--- config.mk ---
export PLATFORM = sky130hd
export DESIGN_NAME = oq_ingress_packer
export DESIGN_NICKNAME = d
export VERILOG_FILES = /design/src/rtl/oq_pkg.sv /design/src/rtl/oq_dst_decode.sv /design/src/rtl/oq_ingress_packer.sv
export SDC_FILE = /design/constraint.sdc
export NUM_CORES = 1
export LEC_CHECK = 0
export CAP_MARGIN = 20
export CELL_PAD_IN_SITES_DETAIL_PLACEMENT = 2
export CELL_PAD_IN_SITES_GLOBAL_PLACEMENT = 2
export CORE_AREA = 2 2 299 301
export CTS_BUF_LIST = sky130_fd_sc_hd__clkbuf_2 sky130_fd_sc_hd__clkbuf_4 sky130_fd_sc_hd__clkbuf_8
export DETAILED_ROUTE_END_ITERATION = 8
export DIE_AREA = 0 0 301 303
export PLACE_DENSITY = 0.73
export SLEW_MARGIN = 20
export SYNTH_ARGS = -nofsm -noshare
export SYNTH_HDL_FRONTEND = slang
export SYNTH_SLANG_ARGS = --single-unit
--- constraint.sdc ---
create_clock -name clk -period 9.3 [get_ports clk]
set_input_delay 1.395 -clock clk [delete_from_list [all_inputs] [get_ports clk]]
set_output_delay 1.395 -clock clk [all_outputs]
set_load 0.02 [all_outputs]
--- src/rtl/oq_pkg.sv ---
// Shared definitions for the output-queue ingress/egress path: write-word
// field layout and the packer FSM encoding.
package oq_pkg;

  localparam int DEF_TDATA_WIDTH = 32;
  localparam int BCNT_WIDTH      = 6;
  localparam int DATA_LSB        = 0;

  // Field positions depend on the data width, so they are offered as functions
  // for parameterised users and as constants for the default width.
  function automatic int word_width(input int tdata_bytes);
    return 8 * tdata_bytes + 10;
  endfunction

  function automatic int bcnt_lsb(input int tdata_bytes);
    return 8 * tdata_bytes;
  endfunction

  function automatic int sop_bit(input int tdata_bytes);
    return 8 * tdata_bytes + BCNT_WIDTH;
  endfunction

  function automatic int eop_bit(input int tdata_bytes);
    return 8 * tdata_bytes + BCNT_WIDTH + 1;
  endfunction

  localparam int WORD_WIDTH = word_width(DEF_TDATA_WIDTH);
  localparam int BCNT_LSB   = bcnt_lsb(DEF_TDATA_WIDTH);
  localparam int SOP_BIT    = sop_bit(DEF_TDATA_WIDTH);
  localparam int EOP_BIT    = eop_bit(DEF_TDATA_WIDTH);

  typedef enum logic [1:0] {
    ST_IDLE = 2'd0,
    ST_FWD  = 2'd1,
    ST_DROP = 2'd2
  } oq_state_e;

endpackage

--- src/rtl/oq_dst_decode.sv ---
// Priority encoder from a destination one-hot to a queue id; the lowest set
// bit wins so multicast requests collapse onto a single queue.
module oq_dst_decode #(
  parameter int NUM_QUEUES     = 5,
  parameter int QUEUE_ID_WIDTH = 3
) (
  input  logic [NUM_QUEUES-1:0]     i_onehot,
  output logic [QUEUE_ID_WIDTH-1:0] o_qid,
  output logic                      o_valid
);

  always_comb begin
    o_qid   = '0;
    o_valid = 1'b0;
    // Scan downwards so the last hit, i.e. the lowest index, is kept.
    for (int i = NUM_QUEUES - 1; i >= 0; i--) begin
      if (i_onehot[i]) begin
        o_qid   = QUEUE_ID_WIDTH'(i);
        o_valid = 1'b1;
      end
    end
  end

endmodule

--- src/rtl/oq_ingress_packer.sv ---
// AXI4-Stream ingress packer: selects a queue per packet, drops packets for
// disabled/absent queues, and packs beats into controller write words.
//
//   state | meaning
//   IDLE  | waiting for the first beat of a packet (SOP decision)
//   FWD   | forwarding remaining beats to the latched queue
//   DROP  | consuming and discarding remaining beats
module oq_ingress_packer
  import oq_pkg::*;
#(
  parameter int TDATA_WIDTH    = 32,
  parameter int TUSER_WIDTH    = 128,
  parameter int NUM_QUEUES     = 5,
  parameter int QUEUE_ID_WIDTH = 3,
  parameter int DST_PORT_POS   = 24,
  parameter int CNT_WIDTH      = 32
) (
  input  logic                        clk,
  input  logic                        reset,
  input  logic [8*TDATA_WIDTH-1:0]    s_axis_tdata,
  input  logic [TDATA_WIDTH-1:0]      s_axis_tkeep,
  input  logic [TUSER_WIDTH-1:0]      s_axis_tuser,
  input  logic                        s_axis_tvalid,
  input  logic                        s_axis_tlast,
  output logic                        s_axis_tready,
  input  logic [NUM_QUEUES-1:0]       queue_enable,
  output logic [QUEUE_ID_WIDTH-1:0]   write_queue_id,
  output logic [8*TDATA_WIDTH+9:0]    write_data,
  output logic                        write_data_valid,
  input  logic [NUM_QUEUES-1:0]       write_full,
  output logic [CNT_WIDTH-1:0]        pkt_fwd_count,
  output logic [CNT_WIDTH-1:0]        pkt_drop_count
);

  localparam int L_WORD_WIDTH = word_width(TDATA_WIDTH);
  localparam int L_BCNT_LSB   = bcnt_lsb(TDATA_WIDTH);
  localparam int L_SOP_BIT    = sop_bit(TDATA_WIDTH);
  localparam int L_EOP_BIT    = eop_bit(TDATA_WIDTH);

  oq_state_e                 r_state;
  oq_state_e                 w_state_next;
  logic [QUEUE_ID_WIDTH-1:0] r_pkt_qid;
  logic                      r_valid;
  logic [L_WORD_WIDTH-1:0]   r_word;
  logic [QUEUE_ID_WIDTH-1:0] r_qid;
  logic [CNT_WIDTH-1:0]      r_fwd_cnt;
  logic [CNT_WIDTH-1:0]      r_drop_cnt;

  logic [QUEUE_ID_WIDTH-1:0] w_dst_qid;
  logic                      w_dst_valid;
  logic                      w_dst_enabled;
  logic                      w_full_cur;
  logic                      w_drain;
  logic                      w_accept;
  logic                      w_tready;
  logic                      w_load;
  logic                      w_sop;
  logic                      w_drop_inc;
  logic                      w_latch_qid;
  logic [QUEUE_ID_WIDTH-1:0] w_load_qid;
  logic [BCNT_WIDTH-1:0]     w_bcnt;
  logic [L_WORD_WIDTH-1:0]   w_word;

  oq_dst_decode #(
    .NUM_QUEUES     (NUM_QUEUES),
    .QUEUE_ID_WIDTH (QUEUE_ID_WIDTH)
  ) u_dst_decode (
    .i_onehot (s_axis_tuser[DST_PORT_POS +: NUM_QUEUES]),
    .o_qid    (w_dst_qid),
    .o_valid  (w_dst_valid)
  );

  // Explicit compares keep out-of-range ids from selecting a nonexistent bit.
  always_comb begin
    w_dst_enabled = 1'b0;
    w_full_cur    = 1'b0;
    for (int q = 0; q < NUM_QUEUES; q++) begin
      if (w_dst_qid == QUEUE_ID_WIDTH'(q)) w_dst_enabled = queue_enable[q];
      if (r_qid == QUEUE_ID_WIDTH'(q))     w_full_cur    = write_full[q];
    end
  end

  always_comb begin
    w_bcnt = '0;
    for (int i = 0; i < TDATA_WIDTH; i++) begin
      w_bcnt = w_bcnt + BCNT_WIDTH'(s_axis_tkeep[i]);
    end
  end

  assign w_drain  = r_valid && !w_full_cur;
  assign w_tready = (r_state == ST_DROP) ? 1'b1 : (!r_valid || !w_full_cur);
  assign w_accept = s_axis_tvalid && w_tready;

  always_ff @(posedge clk) begin
    if (reset) r_state <= ST_IDLE;
    else       r_state <= w_state_next;
  end

  always_comb begin
    w_state_next = r_state;
    w_load       = 1'b0;
    w_sop        = 1'b0;
    w_drop_inc   = 1'b0;
    w_latch_qid  = 1'b0;
    w_load_qid   = r_pkt_qid;
    case (r_state)
      ST_IDLE: begin
        if (w_accept) begin
          if (!w_dst_valid || !w_dst_enabled) begin
            w_drop_inc   = 1'b1;
            w_state_next = s_axis_tlast ? ST_IDLE : ST_DROP;
          end else begin
            w_load       = 1'b1;
            w_sop        = 1'b1;
            w_latch_qid  = 1'b1;
            w_load_qid   = w_dst_qid;
            w_state_next = s_axis_tlast ? ST_IDLE : ST_FWD;
          end
        end
      end
      ST_FWD: begin
        if (w_accept) begin
          w_load = 1'b1;
          if (s_axis_tlast) w_state_next = ST_IDLE;
        end
      end
      ST_DROP: begin
        if (w_accept && s_axis_tlast) w_state_next = ST_IDLE;
      end
      default: w_state_next = ST_IDLE;
    endcase
  end

  always_comb begin
    w_word                              = '0;
    w_word[DATA_LSB +: 8*TDATA_WIDTH]   = s_axis_tdata;
    w_word[L_BCNT_LSB +: BCNT_WIDTH]    = w_bcnt;
    w_word[L_SOP_BIT]                   = w_sop;
    w_word[L_EOP_BIT]                   = s_axis_tlast;
  end

  always_ff @(posedge clk) begin
    if (reset) begin
      r_pkt_qid <= '0;
    end else if (w_latch_qid) begin
      r_pkt_qid <= w_dst_qid;
    end
  end

  // Word register only reloads on a new beat, so a stalled word stays stable.
  always_ff @(posedge clk) begin
    if (reset) begin
      r_valid <= 1'b0;
      r_word  <= '0;
      r_qid   <= '0;
    end else if (w_load) begin
      r_valid <= 1'b1;
      r_word  <= w_word;
      r_qid   <= w_load_qid;
    end else if (w_drain) begin
      r_valid <= 1'b0;
    end
  end

  always_ff @(posedge clk) begin
    if (reset) begin
      r_fwd_cnt  <= '0;
      r_drop_cnt <= '0;
    end else begin
      if (w_drain && r_word[L_EOP_BIT]) r_fwd_cnt  <= r_fwd_cnt + CNT_WIDTH'(1);
      if (w_drop_inc)                   r_drop_cnt <= r_drop_cnt + CNT_WIDTH'(1);
    end
  end

  assign s_axis_tready    = w_tready;
  assign write_queue_id   = r_qid;
  assign write_data       = r_word;
  assign write_data_valid = r_valid;
  assign pkt_fwd_count    = r_fwd_cnt;
  assign pkt_drop_count   = r_drop_cnt;

endmodule

Yosys cells after proc, flatten, opt, wreduce, memory -nomap -nowiden:

Cells that the tools add are included.

* bits in registers: 337
* input port bits: 430
* output and inout bits: 335
* logic and storage cells: 111

* add/sub/neg operators: 33
* eq/ne operators: 14
* multiplexer cells: 42
* reductions and logical operators: 15

Operators by type and width (count)
* adder 6 x 1 -> 6 bit: 26
* adder 32 x 1 -> 32 bit (second input constant): 2
* 2-to-1 mux 1 bit: 26
* 2-to-1 mux 3 bit: 8
* equality test 3 x 2 -> 1 bit (second input constant): 4
* 2-to-1 mux 2 bit: 6
* adder 5 x 1 -> 6 bit: 1
* equality test 3 x 1 -> 1 bit (second input constant): 2
* equality test 3 bit (second input constant): 2
* zero test 3 bit: 2
* != test 2 bit (second input constant): 3
* one-hot mux 2 bit (3 select lines): 1
* adder 4 x 1 -> 5 bit: 1
* adder 3 x 1 -> 4 bit: 1
* logical AND 1 bit: 4
* zero test 1 bit: 4
* AND reduction 4 bit: 1
* adder 2 x 1 -> 3 bit: 1
* adder 1 x 1 -> 2 bit: 1
* equality test 2 x 1 -> 1 bit (second input constant): 1
* equality test 2 bit (second input constant): 1
* zero test 2 bit: 1
* logical OR 1 bit: 2
* != test 2 x 1 -> 1 bit (second input constant): 1
* 2 further kinds: 2

Depth between registers and ports, before layout:

* depth after elaboration: 31
* gate-level depth with buffers: 17
* gate-level depth less buffers: 17

Modules after synthesis:

From an unflattened synthesis, not the netlist that was laid out.

* cells, all modules: 1737
* area, all modules: 14476.4 sq um

By module, submodules not included
* oq_ingress_packer: instances 1, cells an instance 1729, area each 14427.6 sq um, seq. area each 6746.5 sq um
* oq_dst_decode: instances 1, cells an instance 8, area each 48.8 sq um, seq. area each 0.0 sq um

Worst setup path after synthesis:

OpenSTA, ideal clock, no wires.

* path type: input -> register
* from: input s_axis_tkeep[0]
* to: register r_word[260] (netlist: write_data[260])
* setup time: 0.070 ns
* data arrival time: 5.735 ns
* required time: 9.230 ns
* setup slack: 3.494 ns
* stages on the path: 17
* path buffers: 0
* path through: inv_1 > fa_1 > inv_1 > fa_1 > fa_1 > fa_1 > fa_1 > inv_1 > fa_1 > inv_1 > ha_1 > fa_1 > a21o_1 > a21oi_1 > xnor2_1 > nand3_1 > a21oi_1

* longest elaborated chain between the ends: 31

RTL lines
* start, declared: line oq_ingress_packer.sv:21 `input logic [TDATA_WIDTH-1:0] s_axis_tkeep,`
* adder 1 x 1 -> 2 bit: line oq_ingress_packer.sv:86 `w_bcnt = w_bcnt + BCNT_WIDTH'(s_axis_tkeep[i]);`
* adder 2 x 1 -> 3 bit: line oq_ingress_packer.sv:86
* adder 3 x 1 -> 4 bit: line oq_ingress_packer.sv:86
* adder 4 x 1 -> 5 bit: line oq_ingress_packer.sv:86
* adder 5 x 1 -> 6 bit: line oq_ingress_packer.sv:86
* adder 6 x 1 -> 6 bit (26 in a row): line oq_ingress_packer.sv:86
* end signal, assigned: line oq_ingress_packer.sv:158 `r_word <= w_word;`
* end, declared: line oq_ingress_packer.sv:44 `logic [L_WORD_WIDTH-1:0] r_word;`

Every way passes these cells.
A chain may end at the register's enable or synchronous reset.

Final worst setup path:

Ends and elaborated chain as after synthesis.

==> results_dict.tcl <==
set metrics [dict create \
    grt_use_met2_pct 26.8 \
    synth_warnings 0 \
    crit_top_cell "fa_1" \
    crit_fanout 2 \
    portBuffers 639 \
    std_cell_rows 109 \
    ctsHtreeMaxLevel 3 \
    netSwitchingFraction_pct 36.0 \
    post_cts_resized 0 \
    avgSynthCellArea_um2 8.46 \
    critPathTopFamily "adder cells" \
    worstPathRequired_ns 9.87 \
    synth_edf_count 0 \
    grt_pass1_vias 17700 \
    yosysTopAreaCellShare_pct 46.0 \
    multiInputGateArea_mm2 0.00698 \
    max_stage_delay_ns 0.55 \
    core_area_mm2 0.0880 \
    cts.sinks 337 \
    top_usage_layer "met2" \
    hold_viol 0 \
    fin_cells 3501 \
    clock_skew_ns 0.0395 \
    cp_data_arrival_time_ns 6.48 \
    cts_tree "done" \
    wl_per_cell_um 21.4 \
    internal_power_uw 3220 \
    worstMarginPinSlew_ns 1.22 \
    cts-root-buf "clkbuf_8" \
    dr.pass1.iters 5 \
    seq_power_share_pct 33.0 \
    die_area_mm2 0.0912 \
    routed_via_density 4.56 \
    power.share.clock_pct 34.3 \
    synth_top_cell_by_area "dfxtp_1" \
    die_w_um 301 \
    min_period_ns 5.91 \
    nets 2744 \
    drtIter0Drc 650 \
    drive_gt1_share_pct 7.24 \
    grt_first_pass_wirelength_um 111000 \
    status "finished clean" \
    cts_buffers 72 \
    worstSetupPathType "in2reg" \
    antenna_left 0 \
    cap_violations 0 \
    synth_area_mm2 0.0147 \
    placedCellCount 3371 \
    pwr-share-comb_pct 32.6 \
    synthTopCellsByArea "dfxtp_1 46%, a21oi_1 11%, nand3_1 9.7%" \
    globalRouteMet1Util_pct 18.0 \
    antenna_found_initial 9 \
    via_count 16000 \
    netlist_instances 1735 \
    place.gp.congestion 0.796 \
    grt_use_total_pct 15.6 \
    regArea_mm2 0.00675 \
    clock.fmax_mhz 169 \
    setup_tns_ns 0 \
    dp_hpwl_um 51700 \
    area_delta_synth_final_pct 59.7 \
    leakage_uw 0.00782 \
    grt_util_met3_pct 6.02 \
    synthArstFlopShare_pct 0 \
    nFillCells 9919 \
    slew_viol_final 0 \
    ys.flop_type "dfxtp_1" \
    start_util_pct 16.7 \
    synth_cell_types 66 \
    ios 765 \
    seq_area_frac_synth_pct 46.0 \
    power.switching_uw 1810 \
    cts_setup_buffers 0 \
    ctsHoldBuffers 0 \
    fin_crit_sh_pct 63.6 \
    worstSkewPairLatency_ns 0.65 \
    synth-seq-cells 337 \
    slowest_stage "fa_1" \
    endpoint_kind "flop" \
    critPathBufInv 5 \
    setup_viol 0 \
    clk_pin_slew_worst_paths_ns 0.06 \
    rsz0062_at_grt "false" \
    grt_max_degree 219 \
    clock_path_buffers 3 \
    powerDensity_mw_per_mm2 214 \
    wl_um 74800 \
    start_kind "input port" \
    worstPathCellList "clkdlybuf4s50_1 > inv_1 > fa_1 > inv_1 > fa_1 > fa_1 > fa_1 > fa_1 > inv_1 > fa_1 > inv_1 > ha_1 > fa_1 > a21o_1 > a21oi_1 > xnor2_1 > nand3_1 > a21oi_1" \
    die_h_um 303 \
    drc_errors 0 \
    slew_headroom_pct 19.0 \
    grt.overflow.total 0 \
    hold_path_class "reg2reg" \
    ir_drop_v 0.000130 \
]
==> power by group through the flow <==
stage / combinational, µW / sequential, µW / clock, µW
5_1_grt: 1820 / 1680 / 1880
3_3_place_gp: 1620 / 1680 / 0
4_1_cts: 1680 / 1660 / 1810
3_5_place_dp: 1670 / 1690 / 0
6_report: 1640 / 1660 / 1730
2_1_floorplan: 771 / 1830 / 0
==> cells by family after synthesis <==
logic type      share of synthesized area [%]
mux                                     0.537
buf+inv                                  6.91
fa+ha+maj                                4.04
other cells                            0.0256
simple gates                             17.5
flops                                    46.0
compound gates                           23.7
xor+xnor                                 1.25
==> flip-flops by register name, summed over array words and instances, names as in the netlist <==
name	count
pkt_drop_count	32
pkt_fwd_count	32
r_pkt_qid	3
r_state	2
write_data	264
write_data_valid	1
write_queue_id	3
==> Yosys cell counts, types with 3 or more instances <==
| library cell | n |
|---|---|
| clkbuf_1 | 111 |
| inv_1 | 32 |
| nor2b_1 | 5 |
| and3_1 | 11 |
| o31ai_1 | 39 |
| nor4_1 | 10 |
| nand2_1 | 23 |
| o21ai_0 | 259 |
| buf_6 | 10 |
| buf_2 | 37 |
| a211oi_1 | 4 |
| ha_1 | 9 |
| mux2_2 | 4 |
| nand4_1 | 26 |
| buf_4 | 13 |
| clkbuf_2 | 10 |
| a311oi_1 | 3 |
| fa_1 | 24 |
| and2_1 | 6 |
| dfxtp_1 | 337 |
| nand3_1 | 284 |
| nor2_1 | 29 |
| and4_1 | 5 |
| xnor2_1 | 13 |
| o21ai_1 | 10 |
| or4_1 | 36 |
| a21oi_1 | 317 |
| or3_1 | 4 |
| nor3_1 | 9 |
| a21o_1 | 4 |
| xor2_1 | 8 |
==> cell type report <==
cell class,instances,share of cell area [%]
repair buffers,655,28.2
multi-input cells,1183,29.8
diodes,3,0.0320
clock inverters,12,0.358
flip-flops and latches,337,28.8
clock buffers,114,6.13
inverters,32,0.513
well taps,1165,6.22
==> tightest hold or removal path: cells and delay by family, from the launching register on <==
family             cells  cell delay (ns)
DFF                    1             0.30
AOI/OAI and AO/OA      2             0.13
==> worst paths after layout <==
check                                  startpoint               to  slack, ns  depth (start not counted)
worst max-delay path              s_axis_tkeep[0]  write_data[260]       3.39                         18
worst min-delay path               write_data[49]   write_data[49]       0.48                          2
worst max register to register  write_queue_id[0]  write_data[199]       5.59                          7
worst min register to register     write_data[49]   write_data[49]       0.48                          2
==> cells in the final DEF (no fill, tap or decap), types with 10 or more instances in the layout <==
cell             instances
inv_1                   32
xnor2_1                 13
buf_4                   11
o21ai_0                259
dfxtp_1                337
o21ai_1                 10
or4_1                   36
nand2_1                 23
a21oi_1                317
o31ai_1                 39
fa_1                    24
nand3_1                284
clkdlybuf4s50_1        638
nor2_1                  29
clkbuf_8                93
clkbuf_4                21
nand4_1                 26
and3_1                  11
==> per-stage QoR <==
stage          total power (µW)  hold slack, ns  utilization (%)  cell area [µm²]  setup slack [ns]
6_report                   5030           0.479             26.6            23400              3.39
5_1_grt                    5370           0.494             26.6            23400              3.18
4_1_cts                    5150           0.482             26.6            23400              3.44
3_5_place_dp               3360           0.471             24.9            21900              2.73
3_3_place_gp               3300           0.459             24.8            21800              2.77
2_1_floorplan              2600           0.450                -            14700              3.49
==> routing by layer <==
metal	part of all wire [%]	vias up
met4	2.0	6
met1	41	7932
li1	-	7395
met2	48	532
met5	0.035	-
met3	9.0	109
Note: power is estimated with default switching activity, not from simulation.
